### src/rtl/lc4_regfile_2w4r.sv
// Dual-issue LC4 register file: four bypassed read ports, two write ports
// (port B is the younger instruction) and a per-register busy scoreboard.
module lc4_regfile_2w4r #(
  parameter  int unsigned n     = 16,
  parameter  int unsigned NREGS = 8,
  localparam int unsigned AW    = $clog2(NREGS)
) (
  input  logic             clk,
  input  logic             rst,
  input  logic             gwe,
  input  logic [AW-1:0]    i_a_rs,
  output logic [n-1:0]     o_a_rs_data,
  input  logic [AW-1:0]    i_a_rt,
  output logic [n-1:0]     o_a_rt_data,
  input  logic [AW-1:0]    i_b_rs,
  output logic [n-1:0]     o_b_rs_data,
  input  logic [AW-1:0]    i_b_rt,
  output logic [n-1:0]     o_b_rt_data,
  input  logic [AW-1:0]    i_a_rd,
  input  logic [n-1:0]     i_a_wdata,
  input  logic             i_a_we,
  input  logic [AW-1:0]    i_b_rd,
  input  logic [n-1:0]     i_b_wdata,
  input  logic             i_b_we,
  input  logic             i_alloc_we,
  input  logic [AW-1:0]    i_alloc_rd,
  output logic [NREGS-1:0] o_busy
);

  logic [n-1:0]     regs [NREGS];
  logic [NREGS-1:0] busy_q;
  logic [NREGS-1:0] busy_nxt;
  logic             wa;
  logic             wb;
  logic             wal;
  logic             a_byp;
  logic             b_byp;

  assign wa    = gwe & i_a_we;
  assign wb    = gwe & i_b_we;
  assign wal   = gwe & i_alloc_we;
  // Bypass is suppressed during reset so reads reflect the stored state.
  assign a_byp = wa & ~rst;
  assign b_byp = wb & ~rst;

  function automatic logic [n-1:0] read_port(
    input logic [AW-1:0] s,
    input logic          bb,
    input logic [AW-1:0] brd,
    input logic [n-1:0]  bdat,
    input logic          ab,
    input logic [AW-1:0] ard,
    input logic [n-1:0]  adat,
    input logic [n-1:0]  stored
  );
    if (bb && s == brd) begin
      return bdat;
    end else if (ab && s == ard) begin
      return adat;
    end
    return stored;
  endfunction

  always_comb begin
    o_a_rs_data = read_port(i_a_rs, b_byp, i_b_rd, i_b_wdata, a_byp, i_a_rd, i_a_wdata, regs[i_a_rs]);
    o_a_rt_data = read_port(i_a_rt, b_byp, i_b_rd, i_b_wdata, a_byp, i_a_rd, i_a_wdata, regs[i_a_rt]);
    o_b_rs_data = read_port(i_b_rs, b_byp, i_b_rd, i_b_wdata, a_byp, i_a_rd, i_a_wdata, regs[i_b_rs]);
    o_b_rt_data = read_port(i_b_rt, b_byp, i_b_rd, i_b_wdata, a_byp, i_a_rd, i_a_wdata, regs[i_b_rt]);
  end

  // Retiring writes clear first; a same-cycle dispatch then re-sets the bit.
  always_comb begin
    busy_nxt = busy_q;
    for (int unsigned k = 0; k < NREGS; k++) begin
      if ((wa && i_a_rd == AW'(k)) || (wb && i_b_rd == AW'(k))) begin
        busy_nxt[k] = 1'b0;
      end
      if (wal && i_alloc_rd == AW'(k)) begin
        busy_nxt[k] = 1'b1;
      end
    end
  end

  // Port B is written last so it wins a same-destination conflict.
  always_ff @(posedge clk) begin
    if (rst) begin
      for (int unsigned k = 0; k < NREGS; k++) begin
        regs[k] <= '0;
      end
      busy_q <= '0;
    end else begin
      if (wa) begin
        regs[i_a_rd] <= i_a_wdata;
      end
      if (wb) begin
        regs[i_b_rd] <= i_b_wdata;
      end
      busy_q <= busy_nxt;
    end
  end

  assign o_busy = busy_q;

endmodule

### config.mk
export PLATFORM = sky130hd
export DESIGN_NAME = lc4_regfile_2w4r
export DESIGN_NICKNAME = d
export VERILOG_FILES = /design/src/rtl/lc4_regfile_2w4r.sv
export SDC_FILE = /design/constraint.sdc
export NUM_CORES = 1
export LEC_CHECK = 0
export BUFFER_PORTS_ARGS = -buffer_cell sky130_fd_sc_hd__buf_4
export CAP_MARGIN = 20
export CELL_PAD_IN_SITES_DETAIL_PLACEMENT = 0
export CELL_PAD_IN_SITES_GLOBAL_PLACEMENT = 2
export CORE_ASPECT_RATIO = 1.5
export CORE_UTILIZATION = 42
export CTS_BUF_LIST = sky130_fd_sc_hd__clkbuf_4 sky130_fd_sc_hd__clkbuf_8 sky130_fd_sc_hd__clkbuf_16
export CTS_CLUSTER_DIAMETER = 60
export DETAILED_ROUTE_END_ITERATION = 8
export PLACE_DENSITY_LB_ADDON = 0.1
export SLEW_MARGIN = 20
export SYNTH_ARGS = -nofsm -noshare
export SYNTH_HDL_FRONTEND = slang
export SYNTH_SLANG_ARGS = --single-unit
### constraint.sdc
create_clock -name clk -period 2.4 [get_ports clk]
set_input_delay 0.36 -clock clk [delete_from_list [all_inputs] [get_ports clk]]
set_output_delay 0.36 -clock clk [all_outputs]
set_load 0.02 [all_outputs]
=== Yosys cells after proc, flatten, opt, wreduce, memory -nomap -nowiden ===
Memory sizes are Yosys's and may differ from the RTL's.
Index checks and enable logic that the tools add are counted.

* Equal/unequal tests: 29
* Mux-type cells: 50
* Bitwise logic cells: 6
* Reduce and logical (&&, ||, !) cells: 53

{| class="wikitable"
|+ Operators by type and width
! operator !! count
|-
| 16-bit two-way mux || 14
|-
| 3-bit == test, second input constant || 12
|-
| 1-bit two-way mux || 34
|-
| 1-bit logical AND || 32
|-
| 16-bit OR reduction || 2
|-
| 3-bit == test || 8
|-
| 3-bit by 2-bit == test with 1-bit output, second input constant || 6
|-
| 2-bit nonzero test || 8
|-
| 3-bit by 1-bit == test with 1-bit output, second input constant || 3
|-
| 3-bit zero test || 3
|-
| 1-bit logical OR || 8
|-
| 3-bit two-way mux || 2
|-
| 1-bit bitwise AND || 5
|-
| 1-bit NOT || 1
|}

* Bits in registers: 8
* RAM bits: 128
* Memories kept: 1

{| class="wikitable"
|+ Memories
! memory !! words !! bits a word !! rd ports !! clocked after memory_dff !! wr ports !! line !! RTL
|-
| regs || 8 || 16 || 4 || 0 || 8 || 30 || <nowiki>logic [n-1:0] regs [NREGS];</nowiki>
|}

=== Longest topological paths before layout ===
Gate-level depths: netlist of the first run.

* Depth in word-level cells: 6
* Mapped depth: 7
* Mapped depth without buffers: 4

=== Worst setup path before layout of the first run ===
No wires, ideal clock.

* Path type: input -> output
* From: input i_b_rt[1]
* To: output o_b_rt_data[10]
* Arrival: 1.894 ns
* Slack: 0.146 ns
* Stages: 7
* Path buffers: 3
* Cells stage by stage: clkbuf_1 > xor2_1 > nor4_1 > buf_2 > nor2_2 > buf_4 > mux2i_1

* Word-level cells in the longest chain between the ends: 5
* Elaborated cells on any way between the ends: 9

{| class="wikitable"
|+ RTL lines
! item !! line !! RTL
|-
| start, declared || 17 || <nowiki>input logic [AW-1:0] i_b_rt,</nowiki>
|-
| 3-bit == test || 58 || <nowiki>end else if (ab && s == ard) begin</nowiki>
|-
| 1-bit logical AND || 58 ||
|-
| 1-bit two-way mux || 58 ||
|-
| 1-bit two-way mux || 56 || <nowiki>if (bb && s == brd) begin</nowiki>
|-
| 16-bit two-way mux * || 61 || <nowiki>return stored;</nowiki>
|-
| end, declared || 18 || <nowiki>output logic [n-1:0] o_b_rt_data,</nowiki>
|}

Mark *: on every way between the ends. The rest lies on a longest branch, timed or not.

=== Worst setup path after layout of the first run ===
* From: input rst
* To: output o_a_rs_data[12]

* Word-level cells in the longest chain between the ends: 6
* Elaborated cells on any way between the ends: 9

{| class="wikitable"
|+ RTL lines
! item !! line !! RTL
|-
| start, declared || 9 || <nowiki>input logic rst,</nowiki>
|-
| 1-bit NOT * || 43, 44 ||
|-
| 1-bit bitwise AND || 43 || <nowiki>assign a_byp = wa & ~rst;</nowiki>
|-
| 1-bit logical AND || 58 ||
|-
| 1-bit two-way mux || 58 ||
|-
| 1-bit two-way mux || 56 ||
|-
| 16-bit two-way mux * || 61 ||
|-
| end, declared || 12 || <nowiki>output logic [n-1:0] o_a_rs_data,</nowiki>
|}

Marks and branches as above.

==> impl_metrics.csv, run 1 <==
group,metric,value,unit
status,status,"complete, but fails checks",
status,failed_checks,"setup timing",
run,maxCapViolCount,0,
logic_synthesis,yosysUniqueCellTypes,46,
clock_network,ctsLongestPathBuffers,2,
logic_synthesis,syn-instance-count,829,
worst_setup_path,r2r_setup_slack,1.72,ns
layout,n_antenna_cell,0,
layout,finalNetCount,1036,
clock_network,hold_buffers,0,
logic_synthesis,synth-main-ff-cell,"edfxtp_1",
layout,postLayoutCoreUtil,53.3,%
power,internal-power,5250,uW
logic_synthesis,synth_seq_cells,136,
power,pwr_density_cell,536,nW/um2
logic_synthesis,syn-cell-area,11400,um2
layout,layout_commonest_cell,"buf_4",
clock_network,cts_root_buf,"clkbuf_16",
worst_hold_path,worstHoldPathType,"primary input to flip-flop",
sta,finalHoldViolations,0,
route,drt_wl_total,43.0,mm
layout,final_cells,1327,
sta,fin_crit_sh,102,%
route,ant_nets,0,
layout,multi_input_area,6990,um2
clock_network,clk_pin_slew,0.06,ns
clock_network,clk_latency,0.43,ns
sta,rsz0062_at_grt,"true",
logic_synthesis,async_flop_share,0,%
die,dieArea,27800,um2
sta,fmax,409,MHz
die,core_area,26600,um2
die,ios,131,
clock_network,clock-sinks,136,
worst_setup_path,worstSetupPathType,"primary input to primary output",
logic_synthesis,yosys.area.top_type_share,33.7,%
clock_network,cts_tree,"yes",
layout,num-fill-cells,2239,
global_route,grt_pass1_wl,62.0,mm
sta,setup_ws,-0.0438,ns
placed_design,placed_cell_area,13300,um2
worst_setup_path,endpoint_kind,"primary output",
logic_synthesis,synth_nets,888,
logic_synthesis,synth_area_leaders,"edfxtp_1 (34%), mux4_2 (25%), mux2i_1 (15%)",
logic_synthesis,synth-edff-count,128,
die,die_h,204,um
sta,slew_viol_final,0,
route,wl_per_cell,32.4,um
route,vias,9040,
placed_design,port_buffers,130,
logic_synthesis,synth.avg_cell_area,13.7,um2
route,drt_iter0_markers,806,
power,switching_share,30.7,%
sta,relSlewSlack,33.0,%
power,power.switching,2330,uW
route,drc,0,
layout,drive_gt1_share,46.0,%
power,peakVddDrop,0.519,mV
power,leakage,0.00558,uW
placed_design,dp.cells,1286,
global_route,antenna_found_initial,0,
sta,setup_viol,12,
placed_design,place_ws,-0.211,ns
logic_synthesis,yosysTopAreaCell,"edfxtp_1",
clock_network,cts_buffers,17,
logic_synthesis,ys_warn_count,0,
die,rows,73,
global_route,globalRouteOverflowTotal,0,
layout,syn_to_final_growth,24.3,%
die,fp.dieW,136,um
layout,layout_common_cells,"buf_4 (211), mux2i_1 (168), edfxtp_1 (128)",
clock_network,cts_htree_levels,4,
power,p_clk_share,32.8,%
placed_design,place_congestion,0.891,
global_route,grt_max_degree,23,
placed_design,hpwl,29.5,mm
logic_synthesis,seq_area_frac_synth,35.1,%
global_route,grt_pass1_vias,9514,
power,seq_power_share,38.5,%
worst_setup_path,critPathMaxFanout,10,
sta,post-route-min-period,2.44,ns
sta,skew,0,ns
route,vias_per_cell,6.81,
die,start_util,42.9,%
worst_setup_path,worstPathRequired,2.04,ns
layout,seqCellArea,4000,um2
global_route,grt_use_total,32.0,%
sta,worst_pin_slew,1.00,ns
route,dr.pass1.iters,5,
worst_setup_path,start_kind,"primary input",
layout,final_cell_area,14200,um2
worst_setup_path,arrival,2.08,ns
power,combPwrFrac,28.7,%
==> worst paths after layout <==
check,cells after the start,end,from
hold / removal,3,o_busy[3]$_SDFFE_PP0P_,i_alloc_rd[0]
hold reg to reg,2,o_busy[2]$_SDFFE_PP0P_,o_busy[2]$_SDFFE_PP0P_
setup reg to reg,2,o_busy[7]$_SDFFE_PP0P_,o_busy[7]$_SDFFE_PP0P_
setup / recovery,9,o_a_rs_data[12],rst
==> per-stage QoR <==
step | hold WS, ns | setup TNS (ns) | power (uW)
after floorplan | 0.483 | 0 | 4210
after global placement | 0.453 | -0.847 | 5040
after detailed placement | 0.474 | -1.96 | 5080
after CTS | 0.209 | -0.0724 | 7560
after global routing | 0.221 | -1.17 | 7820
final | 0.223 | -0.217 | 7590
==> worst max-delay path: stages <==
cell and delay, ns:
buf_4 0.13, nand3b_4 0.20, buf_4 0.18, nor4_4 0.28, buf_4 0.20, buf_8 0.18, mux2i_2 0.09, mux2i_2 0.26
buf_4 0.20
==> synthesized netlist by cell type, types with 2 or more instances <==
| master | number |
|---|---|
| nand3b_1 | 2 |
| o21ai_0 | 7 |
| nor3_1 | 2 |
| nand3_1 | 11 |
| and3_1 | 7 |
| buf_4 | 16 |
| nand2_1 | 18 |
| a21oi_1 | 7 |
| nor4_1 | 5 |
| dfxtp_1 | 8 |
| a22o_2 | 10 |
| mux2i_1 | 175 |
| mux2_2 | 9 |
| clkbuf_1 | 50 |
| and3b_1 | 2 |
| nor2_2 | 4 |
| buf_2 | 47 |
| nor2_1 | 15 |
| nor4_4 | 2 |
| nand3b_4 | 3 |
| edfxtp_1 | 128 |
| nor2b_1 | 3 |
| o211ai_1 | 6 |
| xor2_1 | 24 |
| nand2b_1 | 3 |
| a32oi_1 | 2 |
| mux4_2 | 127 |
| a22o_1 | 118 |
==> flip-flops by register name (all words and copies together) (netlist names) <==
signal,flops
regs,128
o_busy,8
==> cell type report <==
type,count,share of cell area [%]
Multi-Input combinational cell,577,49.4
Sequential cell,136,28.3
Timing Repair Buffer,244,15.5
Clock buffer,19,3.11
Tap cell,337,2.98
Clock inverter,13,0.760
Inverter,1,0.0265
==> layer usage <==
| metal | vias to the layer above | track usage (%) | routed length, um |
|---|---|---|---|
| li1 | 3750 | - | - |
| met1 | 4656 | 36.8 | 15500 |
| met2 | 506 | 56.3 | 22600 |
| met3 | 128 | 5.32 | 2770 |
| met4 | 0 | 16.4 | 2160 |
| met5 | - | 0 | 0 |
==> what timing repair did <==
item,CTS,global route
pin swaps,6,8
setup buffers,7,3
endpoints found under the setup margin,39,25
cloned,1,0
gates resized for setup,19,22
==> power groups by stage <==
stage	clock network [uW]	registers (uW)	logic, uW
final	2490	2920	2180
after CTS	2500	2910	2150
after detailed placement	0	2960	2120
after global placement	0	2940	2100
after floorplan	0	2910	1310
after global routing	2600	2940	2280
==> logic make-up (layout without fill, tap and decap cells) <==
logic type / after synthesis / after routing / share of synthesized area, %
AO/OA/AOI/OAI: 155 / 155 / 11.7
XOR/XNOR: 24 / 24 / 1.84
buffers and inverters: 116 / 277 / 4.93
flip-flops: 136 / 136 / 35.1
multiplexers: 311 / 311 / 41.4
AND/OR/NAND/NOR: 87 / 87 / 4.97
Power figures use the tool's default switching activity.
==> run 2, diff against run 1 <==
--- a/config.mk
+++ b/config.mk
@@ -14,7 +14,7 @@
 export CTS_BUF_LIST = sky130_fd_sc_hd__clkbuf_4 sky130_fd_sc_hd__clkbuf_8 sky130_fd_sc_hd__clkbuf_16
 export CTS_CLUSTER_DIAMETER = 60
 export DETAILED_ROUTE_END_ITERATION = 8
-export PLACE_DENSITY_LB_ADDON = 0.1
+export PLACE_DENSITY = 0.79
 export SLEW_MARGIN = 20
 export SYNTH_ARGS = -nofsm -noshare
 export SYNTH_HDL_FRONTEND = slang
==> impl_metrics.csv, run 2 (synthesis results as in run 1) <==
group,metric,value,unit
worst_setup_path,arrival,2.09,ns
sta,setup_viol,5,
clock_network,clock-sinks,136,
layout,multi_input_area,6950,um2
global_route,globalRouteOverflowTotal,0,
route,wl_per_cell,33.0,um
layout,seqCellArea,4000,um2
die,fp.dieW,136,um
sta,finalSetupTns,-0.200,ns
worst_hold_path,worstHoldPathType,"primary input to flip-flop",
worst_setup_path,slowest_delay,0.49,ns
worst_setup_path,path_cells,"mux4_2, mux2_4, mux2i_1, o21ai_2, buf_4",
global_route,grt_use_total,31.5,%
clock_network,cts_root_buf,"clkbuf_16",
clock_network,cts_tree,"yes",
route,ant_nets,0,
layout,final_cell_area,13800,um2
die,dieArea,27800,um2
route,drt_wl_total,42.5,mm
status,status,"complete, but fails checks",
worst_setup_path,start_kind,"flip-flop",
placed_design,hpwl,27.7,mm
clock_network,ctsLongestPathBuffers,2,
layout,num-fill-cells,2220,
worst_setup_path,critical-path-top-delay-family,"multiplexers",
global_route,grt_pass1_vias,9369,
layout,top_register,"regs",
worst_setup_path,slowest_stage,"mux4_2",
placed_design,place_ws,-0.000349,ns
layout,drive_gt1_share,43.2,%
layout,n_antenna_cell,0,
placed_design,placed_cell_area,13100,um2
sta,skew,0,ns
route,drc,0,
run,maxCapViolCount,0,
sta,post-route-min-period,2.45,ns
sta,slew_viol_final,0,
sta,finalHoldViolations,0,
sta,fin_hold_ws,0.186,ns
die,core_area,26600,um2
clock_network,clk_pin_slew,0.06,ns
sta,rsz0062_at_grt,"true",
clock_network,clk_latency,0.45,ns
worst_setup_path,worstPathRequired,2.04,ns
sta,fmax,408,MHz
route,drt_iter0_markers,937,
clock_network,cts_buffers,17,
worst_setup_path,worstSetupPathType,"flip-flop to primary output",
placed_design,port_buffers,130,
route,vias_per_cell,7.03,
power,peakVddDrop,0.414,mV
sta,fin_crit_sh,102,%
sta,worst_pin_slew,0.469,ns
global_route,grt_max_degree,22,
power,leakage,0.00539,uW
layout,finalNetCount,997,
global_route,grt_pass1_wl,61.0,mm
route,dr.pass1.iters,5,
die,start_util,42.9,%
route,vias,9049,
die,die_h,204,um
sta,relSlewSlack,68.5,%
placed_design,place_congestion,0.839,
worst_setup_path,crit_buf_inv,1,
clock_network,cts_htree_levels,4,
layout,layout_commonest_cell,"buf_4",
status,failed_checks,"setup timing",
worst_setup_path,endpoint_kind,"primary output",
power,pwr_density_cell,570,nW/um2
sta,setup_ws,-0.0527,ns
layout,largest_reg_flops,128,
layout,layout_common_cells,"buf_4 (180), mux2i_1 (173), edfxtp_1 (128)",
worst_setup_path,critPathMaxFanout,4,
die,rows,73,
clock_network,hold_buffers,0,
layout,syn_to_final_growth,21.1,%
global_route,antenna_found_initial,0,
die,ios,131,
-- run 2: cell types whose count changed in the layout (fill, tap and decap cells not counted), sizes merged --
cell / previous run / this run
clkinvlp: 5 / 3
clkinv: 7 / 6
bufinv: 1 / 4
buf: 244 / 205
-- run 2: final cells by class --
cell class | instances | area share, %
flip-flops and latches | 136 | 29.0
repair buffers | 205 | 13.1
clock buffers | 19 | 3.19
inverters | 1 | 0.0272
multi-input cells | 577 | 50.3
well taps | 337 | 3.06
clock inverters | 13 | 1.30
-- run 2: worst register-to-register path: cells and delay by family (launching register included) --
kind             cells  cell delay (ns)
AND/OR/NAND/NOR      1             0.05
AO/OA/AOI/OAI        1             0.18
flip-flops           1             0.31
-- run 2: per-layer routing --
metal,GRT usage (%),routed length [um],vias to the layer above,part of all wire [%]
met3,5.44,3710,160,8.7
met4,21.2,2740,0,6.5
met2,52.6,21300,634,50
li1,-,-,3672,-
met1,36.6,14800,4583,35
met5,0,0,-,0
-- run 2: path summary, 6_finish.rpt --
path / from / to / slack, ns / cells after the start
max reg2reg: o_busy[4]$_SDFFE_PP0P_ / o_busy[4]$_SDFFE_PP0P_ / 1.74 / 2
min reg2reg: o_busy[2]$_SDFFE_PP0P_ / o_busy[2]$_SDFFE_PP0P_ / 0.48 / 2
max: regs[7][14]$_DFFE_PP_ / o_b_rt_data[14] / -0.05 / 5
min: i_alloc_rd[1] / o_busy[2]$_SDFFE_PP0P_ / 0.19 / 3
-- run 2: what timing repair did --
item,in CTS,in global routing
buffers inserted,0,3
endpoints found under the setup margin,8,30
pin swaps,1,2
resized for setup,17,10
endpoints found under the hold margin,0,0
-- run 2: report_power, final --
group / total (uW) / switching (uW) / internal, uW
sequential: 2920 / 150 / 2770
combinational: 2140 / 1130 / 1010
clock: 2800 / 1050 / 1750
total: 7860 / 2340 / 5530
-- run 2: metrics by stage --
stage	instances	total power (uW)	utilization, %
floorplan	829	4210	-
global placement	1253	4990	49.1
detailed placement	1253	5050	49.1
CTS	1285	7870	51.7
global route	1288	8090	51.9
finish	1288	7860	51.9
